`src/rtl/rng_pkg.sv`:
```
// Shared constants and the feedback helper for the LFSR random sources.
// Default masks are primitive for the Fibonacci shift used by lfsr_core.
package rng_pkg;

    localparam logic [7:0]  TapsW8   = 8'h8E;
    localparam logic [7:0]  SeedW8   = 8'h01;
    localparam logic [12:0] TapsW13  = 13'h100D;
    localparam logic [12:0] SeedW13  = 13'h000F;
    localparam logic [15:0] TapsW16  = 16'h8016;
    localparam logic [15:0] SeedW16  = 16'hACE1;
    localparam logic [31:0] TapsW32  = 32'hE000_0200;
    localparam logic [31:0] SeedW32  = 32'h0000_0001;

    // Chunk counter width; covers CHUNK up to 255.
    localparam int unsigned CntW = 8;

    function automatic logic lfsr_fb(input logic [31:0] state, input logic [31:0] taps);
        return ^(state & taps);
    endfunction

endpackage

```
`src/rtl/lfsr_core.sv`:
```
// Fibonacci LFSR state register with reseed and all-zero lock-up recovery.
// Priority: load, then zero guard, then step.
module lfsr_core
    import rng_pkg::*;
#(
    parameter int unsigned      WIDTH = 13,
    parameter logic [WIDTH-1:0] TAPS  = TapsW13,
    parameter logic [WIDTH-1:0] SEED  = SeedW13
) (
    input  logic             clock,
    input  logic             resetn,
    input  logic             load,
    input  logic [WIDTH-1:0] seed_in,
    input  logic             step,
    output logic [WIDTH-1:0] state,
    output logic [WIDTH-1:0] state_next
);

    logic [WIDTH-1:0] state_q, state_d;
    logic             fb;

    always_comb begin
        fb         = lfsr_fb(32'(state_q), 32'(TAPS));
        state_next = {state_q[WIDTH-2:0], fb};
        state_d    = state_q;
        if (load) begin
            state_d = (seed_in == '0) ? SEED : seed_in;
        end else if (state_q == '0) begin
            state_d = SEED;
        end else if (step) begin
            state_d = state_next;
        end
    end

    always_ff @(posedge clock) begin
        if (!resetn) begin
            state_q <= SEED;
        end else begin
            state_q <= state_d;
        end
    end

    assign state = state_q;

endmodule

```
`src/rtl/lfsr_rng.sv`:
```
// LFSR random source with a chunk counter, single-entry valid/ready output
// buffer and a sticky overrun flag for samples dropped while the buffer is full.
module lfsr_rng
    import rng_pkg::*;
#(
    parameter int unsigned      WIDTH = 13,
    parameter logic [WIDTH-1:0] TAPS  = TapsW13,
    parameter logic [WIDTH-1:0] SEED  = SeedW13,
    parameter int unsigned      CHUNK = 13
) (
    input  logic             clock,
    input  logic             resetn,
    input  logic             enable,
    input  logic             load,
    input  logic [WIDTH-1:0] seed_in,
    output logic [WIDTH-1:0] out_data,
    output logic             out_valid,
    input  logic             out_ready,
    output logic             overrun,
    input  logic             clr_overrun
);

    localparam logic [CntW-1:0] CntLast = CntW'(CHUNK - 1);

    logic [WIDTH-1:0] state, state_next;
    logic [CntW-1:0]  cnt_q, cnt_d;
    logic [WIDTH-1:0] data_q, data_d;
    logic             valid_q, valid_d;
    logic             ovr_q, ovr_d;
    logic             zero_state, shift_en, complete, drain, drop;

    lfsr_core #(
        .WIDTH (WIDTH),
        .TAPS  (TAPS),
        .SEED  (SEED)
    ) u_core (
        .clock      (clock),
        .resetn     (resetn),
        .load       (load),
        .seed_in    (seed_in),
        .step       (enable),
        .state      (state),
        .state_next (state_next)
    );

    always_comb begin
        zero_state = (state == '0);
        // Only a real shift counts; load and the zero guard both restart the chunk.
        shift_en   = enable & ~load & ~zero_state;
        complete   = shift_en & (cnt_q == CntLast);
        drain      = valid_q & out_ready;
        drop       = 1'b0;

        cnt_d = cnt_q;
        if (load || zero_state) begin
            cnt_d = '0;
        end else if (shift_en) begin
            cnt_d = complete ? '0 : cnt_q + CntW'(1);
        end

        data_d  = data_q;
        valid_d = valid_q & ~drain;
        if (complete) begin
            if (!valid_q || drain) begin
                data_d  = state_next;
                valid_d = 1'b1;
            end else begin
                drop = 1'b1;
            end
        end

        ovr_d = ovr_q;
        if (drop) begin
            ovr_d = 1'b1;
        end else if (clr_overrun) begin
            ovr_d = 1'b0;
        end
    end

    always_ff @(posedge clock) begin
        if (!resetn) begin
            cnt_q   <= '0;
            data_q  <= '0;
            valid_q <= 1'b0;
            ovr_q   <= 1'b0;
        end else begin
            cnt_q   <= cnt_d;
            data_q  <= data_d;
            valid_q <= valid_d;
            ovr_q   <= ovr_d;
        end
    end

    assign out_data  = data_q;
    assign out_valid = valid_q;
    assign overrun   = ovr_q;

endmodule

```
`config.mk`:
```
export PLATFORM = sky130hd
export DESIGN_NAME = lfsr_rng
export DESIGN_NICKNAME = d
export VERILOG_FILES = /design/src/rtl/rng_pkg.sv /design/src/rtl/lfsr_core.sv /design/src/rtl/lfsr_rng.sv
export SDC_FILE = /design/constraint.sdc
export NUM_CORES = 1
export LEC_CHECK = 0
export ABC_AREA = 1
export CAP_MARGIN = 10
export CORE_MARGIN = 2
export CORE_UTILIZATION = 35
export CTS_BUF_LIST = sky130_fd_sc_hd__clkbuf_8
export DETAILED_ROUTE_END_ITERATION = 8
export DONT_BUFFER_PORTS = 1
export PLACE_DENSITY_LB_ADDON = 0.12
export SLEW_MARGIN = 20
export SYNTH_ARGS = -nofsm -noshare
export SYNTH_HDL_FRONTEND = slang
export SYNTH_SLANG_ARGS = --single-unit
export TNS_END_PERCENT = 5
```
`constraint.sdc`:
```
create_clock -name clock -period 1.43 [get_ports clock]
set_input_delay 0.286 -clock clock [delete_from_list [all_inputs] [get_ports clock]]
set_output_delay 0.286 -clock clock [all_outputs]
set_load 0.02 [all_outputs]
```
==> out/metrics.cfg, run 1 <==
[detailed_routing]
vias_per_cell=4.516
vias=1838
drc=0
routedWlPerCell_um=12.12
dr.pass1.iters=4
wl_mm=4.931
detail_route.iter0.violations=88
ant_nets=0

[global_route]
grt_overflow=0
use_met3=0.04598
grtUsageMet1=0.2144
grt_pass1_vias=1750
antenna_found_initial=0
grt_pass1_wl_mm=7.990
grt_util_all_layers=0.1646
grt_max_degree=28
top_usage_layer=met2
grt_util_met2=0.2624

[yosys]
yosysSeqAreaShare=0.3709
syn_nets=325
synthArstFlopShare=0
synth_edf_count=0
synthCells=303
syn_avg_cell_area_sq_um=6.413
ys_seq_elements=36
yosys.cell_types.count=31
netlist_area_sq_um=1943
ys.flop_type=dfxtp_1
yosysWarnings=0

[floorplanning]
die_w_um=78.51
initial_utilization=0.3573
die_y_um=78.51
io_pins=34
core_area_sq_um=5439
num_rows=27
die_area_sq_um=6164

[clock_tree]
root_buffer=clkbuf_8
cts_sinks=36
clockBufferDepth=2
htree_levels=2
hold_buffers=0
cts_buffers=5
clkTransAtPathRegs_ns=0.07
clk_latency_ns=0.29
cts_tree=done

[timing]
relSlewSlack=0.6644
min_period_ns=1.447
tightestPinTransition_ns=0.5015
fin_crit_sh=1.012
rsz0062_at_grt=true
hold_viol_final=0
setup_violations=4
drv_slew=0
skew_ns=0.003324
fmax_ghz=0.6912
layout_setup_ws_ns=-0.01676

[run]
maxCapViolCount=0

[placed_design]
dp_hpwl_mm=3.271
placed_area_sq_um=2172
numPortBuffers=0
pre_cts_ws_ns=-0.04782
gp_congestion=0.7995
place_inst=390

[worst_setup_path]
cp_top_family=simple AND/OR/NAND/NOR gates
path_class=reg2reg
worst-path-buf-inv=2
cp.required_ns=1.66
cp_cell_sequence=inv_2 -> ha_2 -> nand3_4 -> nor2_8 -> nand4_4 -> clkbuf_16 -> nand2_4 -> nand2_2 -> nor2_1
end_kind=register
critPathArrivalTime_ns=1.68
crit_path_top_delay_cell=dfxtp_2
start_kind=register
crit_fanout=6
slowest_delay_ns=0.33

[power]
p_leak_nw=1.224
p_per_area_nw_per_um2=831.2
ir_worst_vdd_mv=0.5965

[final_layout]
fin_cells=407
area_growth_pct=28.85
final_cell_mix=nand2_1 (83), nor2_1 (55), dfxtp_1 (32)
fillCellCount=570
drive_above_1_share=0.2537
layout_commonest_cell=nand2_1
nNetsFinal=356
num_antenna_cells=0
post-route-util=0.4603
postLayoutCellArea_sq_um=2504

[status]
failed_checks=negative setup slack
status=complete, but fails checks

[hold_path]
min_path_type=in2reg

logic make-up after synthesis:
kind of cell,synth area share
flops,0.3709
buf+inv,0.1017
xor+xnor,0.01803
simple gates,0.4237
fa+ha+maj,0.01932
compound gates,0.06632
per-layer routing:
metal | vias to the layer above | wire length [um]
met5 | - | 0
met4 | 0 | 57
met3 | 5 | 252
met2 | 29 | 2181
met1 | 816 | 2440
li1 | 988 | -
layout make-up:
type / instances / area, sq um / area share
Tap cell: 72 / 90.09 / 0.03598
Timing Repair inverter: 1 / 7.507 / 0.002999
Multi-Input combinational cell: 221 / 1139 / 0.4548
Sequential cell: 36 / 725.7 / 0.2899
Clock inverter: 2 / 10.01 / 0.003998
Inverter: 38 / 152.6 / 0.06097
Timing Repair Buffer: 31 / 296.5 / 0.1184
Clock buffer: 6 / 82.58 / 0.03298
state kept, by name, summed over array words and instances (netlist names):
signal,count
out_data,13
cnt_q,8
u_core.state,13
overrun,1
out_valid,1
metrics by stage:
stage | setup TNS, ns | hold WS [ns] | power (mW)
after floorplan | 0 | 0.4481 | 1.240
after global placement | -0.07535 | 0.3767 | 1.313
after detailed placement | -0.3789 | 0.3801 | 1.311
after CTS | -0.5021 | 0.07442 | 2.074
after global routing | -1.477 | 0.08069 | 2.194
final | -0.03874 | 0.08828 | 2.081
final timing paths:
| kind | startpoint | end | slack (ns) | depth (start not counted) |
|---|---|---|---|---|
| min reg2reg | cnt_q[6] | cnt_q[6] | 0.49 | 2 |
| max | cnt_q[1] | out_data[3] | -0.02 | 9 |
| min | resetn | u_core.state[3] | 0.09 | 1 |
| max reg2reg | cnt_q[1] | out_data[3] | -0.02 | 9 |
Yosys cell counts (3+ instances only):
cell type	instances	area (sq um)
inv_1	36	135.1
nand4_1	3	18.77
a21oi_1	8	40.04
xor2_1	3	26.28
nand3_1	18	90.09
nor2_1	62	232.7
dfxtp_1	36	720.7
nand2_1	94	352.8
o21ai_0	10	50.05
ha_1	3	37.54
power breakdown:
group / internal [mW] / total (mW) / switching (mW)
Combinational: 0.117 / 0.270 / 0.152
Clock: 0.385 / 0.759 / 0.375
Sequential: 1.03 / 1.05 / 0.0193
Total: 1.53 / 2.08 / 0.546
what timing repair did:
item,4_1_cts,5_1_grt
gates resized for setup,0,46
gates cloned,0,4
setup endpoints to repair,16,36
pin swaps,1,12
setup buffers,0,5
Power figures use the tool's default switching activity.
==> run 2, diff against run 1 <==
- CAP_MARGIN: 10 -> unset
- CELL_PAD_IN_SITES_DETAIL_PLACEMENT: unset -> 1
- CELL_PAD_IN_SITES_GLOBAL_PLACEMENT: unset -> 2
- CORE_UTILIZATION: 35 -> 31
==> run 2 against run 1 <==
Net effect: the run still ends with negative setup slack left; power up 6.5%; via count up 2.6%; register-to-register slack about the same; sequential share of layout area down 0.36 points; cell count up 0.49%; non-clock buffer count unchanged; die area up 12%; critical path depth up 1; count of clock-buffer cells in the layout down 1; core utilization down 3.9 points; routed wire length up 13%; clock skew up 0.0035 ns; largest cell class unchanged; highest routed layer unchanged.
==> out/metrics.cfg, run 2 (same netlist as run 1, synthesis figures left out) <==
[clock_tree]
cts_tree=done
root_buffer=clkbuf_8
clk_latency_ns=0.29
cts_buffers=5
htree_levels=2
clockBufferDepth=2
clkTransAtPathRegs_ns=0.08
hold_buffers=0
cts_sinks=36

[floorplanning]
die_w_um=83.17
die_area_sq_um=6917
io_pins=34
initial_utilization=0.3244
die_y_um=83.17
core_area_sq_um=5991
num_rows=28

[timing]
holdWs_ns=0.09188
tightestPinTransition_ns=0.3905
rsz0062_at_grt=true
setup_violations=7
relSlewSlack=0.7387
hold_viol_final=0
fin_crit_sh=1.016
layout_setup_ws_ns=-0.02343
min_period_ns=1.453
skew_ns=0.006797
drv_slew=0
fmax_ghz=0.6880

[global_route]
grt_util_all_layers=0.1672
grt_pass1_vias=1960
grt_overflow=0
antenna_found_initial=0
grt_max_degree=28
grt_pass1_wl_mm=9.308

[power]
ir_worst_vdd_mv=0.4910
fin_total_pwr_mw=2.217
p_per_area_nw_per_um2=877.4
p_leak_nw=1.226

[final_layout]
fillCellCount=775
fin_cells=409
nNetsFinal=355
num_antenna_cells=0
area_growth_pct=30.01
postLayoutCellArea_sq_um=2526
drive_above_1_share=0.2605
layout_commonest_cell=nand2_1
multi_input_area_sq_um=1160
final_cell_mix=nand2_1 (86), nor2_1 (47), dfxtp_1 (34)
regArea_sq_um=723.2

[detailed_routing]
routedWlPerCell_um=13.62
vias=1885
detail_route.iter0.violations=69
vias_per_cell=4.609
ant_nets=0
wl_mm=5.569
dr.pass1.iters=5
drc=0

[worst_setup_path]
crit_fanout=5
r2r_slack_ns=-0.02
r2r_end=out_data[8]
critPathArrivalTime_ns=1.69
path_class=reg2reg
cp.required_ns=1.67
rr_worst_depth=10
end_kind=register
timing.rr.start=u_core.state[2]
start_kind=register

[run]
maxCapViolCount=0

[placed_design]
placed_area_sq_um=2191
numPortBuffers=0
place_inst=395
gp_congestion=0.8057
dp_hpwl_mm=3.846
pre_cts_ws_ns=-0.04048

[hold_path]
min_path_type=in2reg
hold_end=out_data[8]
whs_path_depth=2
hold_start=resetn

[status]
failed_checks=negative setup slack
status=complete, but fails checks

run 2: cell count changes in the layout (fill, tap and decap cells not counted), sizes merged:
cell,before,now
clkinvlp,2,1
bufinv,0,1
clkinv,3,2
clkbuf,8,7
inv,36,37
run 2: critical path, cell delays in order, from the launching register on:
cell and delay [ns]:
dfxtp_2 0.34, inv_2 0.05, ha_4 0.15, nand2_4 0.06
nor2_4 0.04, nand2_4 0.11, nand4_4 0.21, clkbuf_16 0.25
nand2_4 0.05, nand2_2 0.04, nor2_1 0.08
run 2: routing by layer:
metal / routed length (um) / global-route usage / share of wire / vias up
met5: 0 / 0 / 0 / -
met4: 74 / 0.05365 / 0.013 / 0
met3: 168 / 0.03678 / 0.030 / 6
met2: 2659 / 0.2889 / 0.48 / 28
met1: 2667 / 0.2059 / 0.48 / 862
li1: - / - / - / 989
run 2: area by class of cell:
| type | count | area share |
|---|---|---|
| clock buffer | 5 | 0.02724 |
| timing repair buffer | 31 | 0.1154 |
| clock inverter | 3 | 0.01535 |
| inverter | 38 | 0.05944 |
| sequential | 36 | 0.2863 |
| tap | 75 | 0.03715 |
| multi-input combinational | 221 | 0.4591 |
run 2: power breakdown:
group | switching, mW | total, mW | leakage (nW) | internal [mW]
logic | 0.154 | 0.273 | 0.874 | 0.119
clock network | 0.378 | 0.888 | 0.0593 | 0.510
registers | 0.0230 | 1.06 | 0.293 | 1.03
total | 0.555 | 2.22 | 1.23 | 1.66
run 2: worst max-delay path by stage:
| stage | from | endpoint | cells past startpoint |
|---|---|---|---|
| 5_1_grt | u_core.state[2] | out_data[8] | 10 |
| 6_report | u_core.state[2] | out_data[8] | 10 |
| 2_1_floorplan | cnt_q[0] | out_data[5] | 8 |
| 4_1_cts | u_core.state[2] | u_core.state[2] | 10 |
| 3_5_place_dp | u_core.state[8] | cnt_q[0] | 9 |
| 3_3_place_gp | u_core.state[8] | cnt_q[0] | 9 |
run 2: per-stage QoR:
stage | TNS [ns] | utilization
2_1_floorplan | 0 | -
3_3_place_gp | -0.04955 | 0.3657
3_5_place_dp | -0.2513 | 0.3657
4_1_cts | -0.02418 | 0.3889
5_1_grt | -1.342 | 0.4217
6_report | -0.08314 | 0.4217
run 2: what timing repair did:
action                     CTS  global route
setup buffers                2             1
cloned                       0             3
pin swaps                    2             8
setup endpoints to repair   17            36
gates resized for setup      6            41
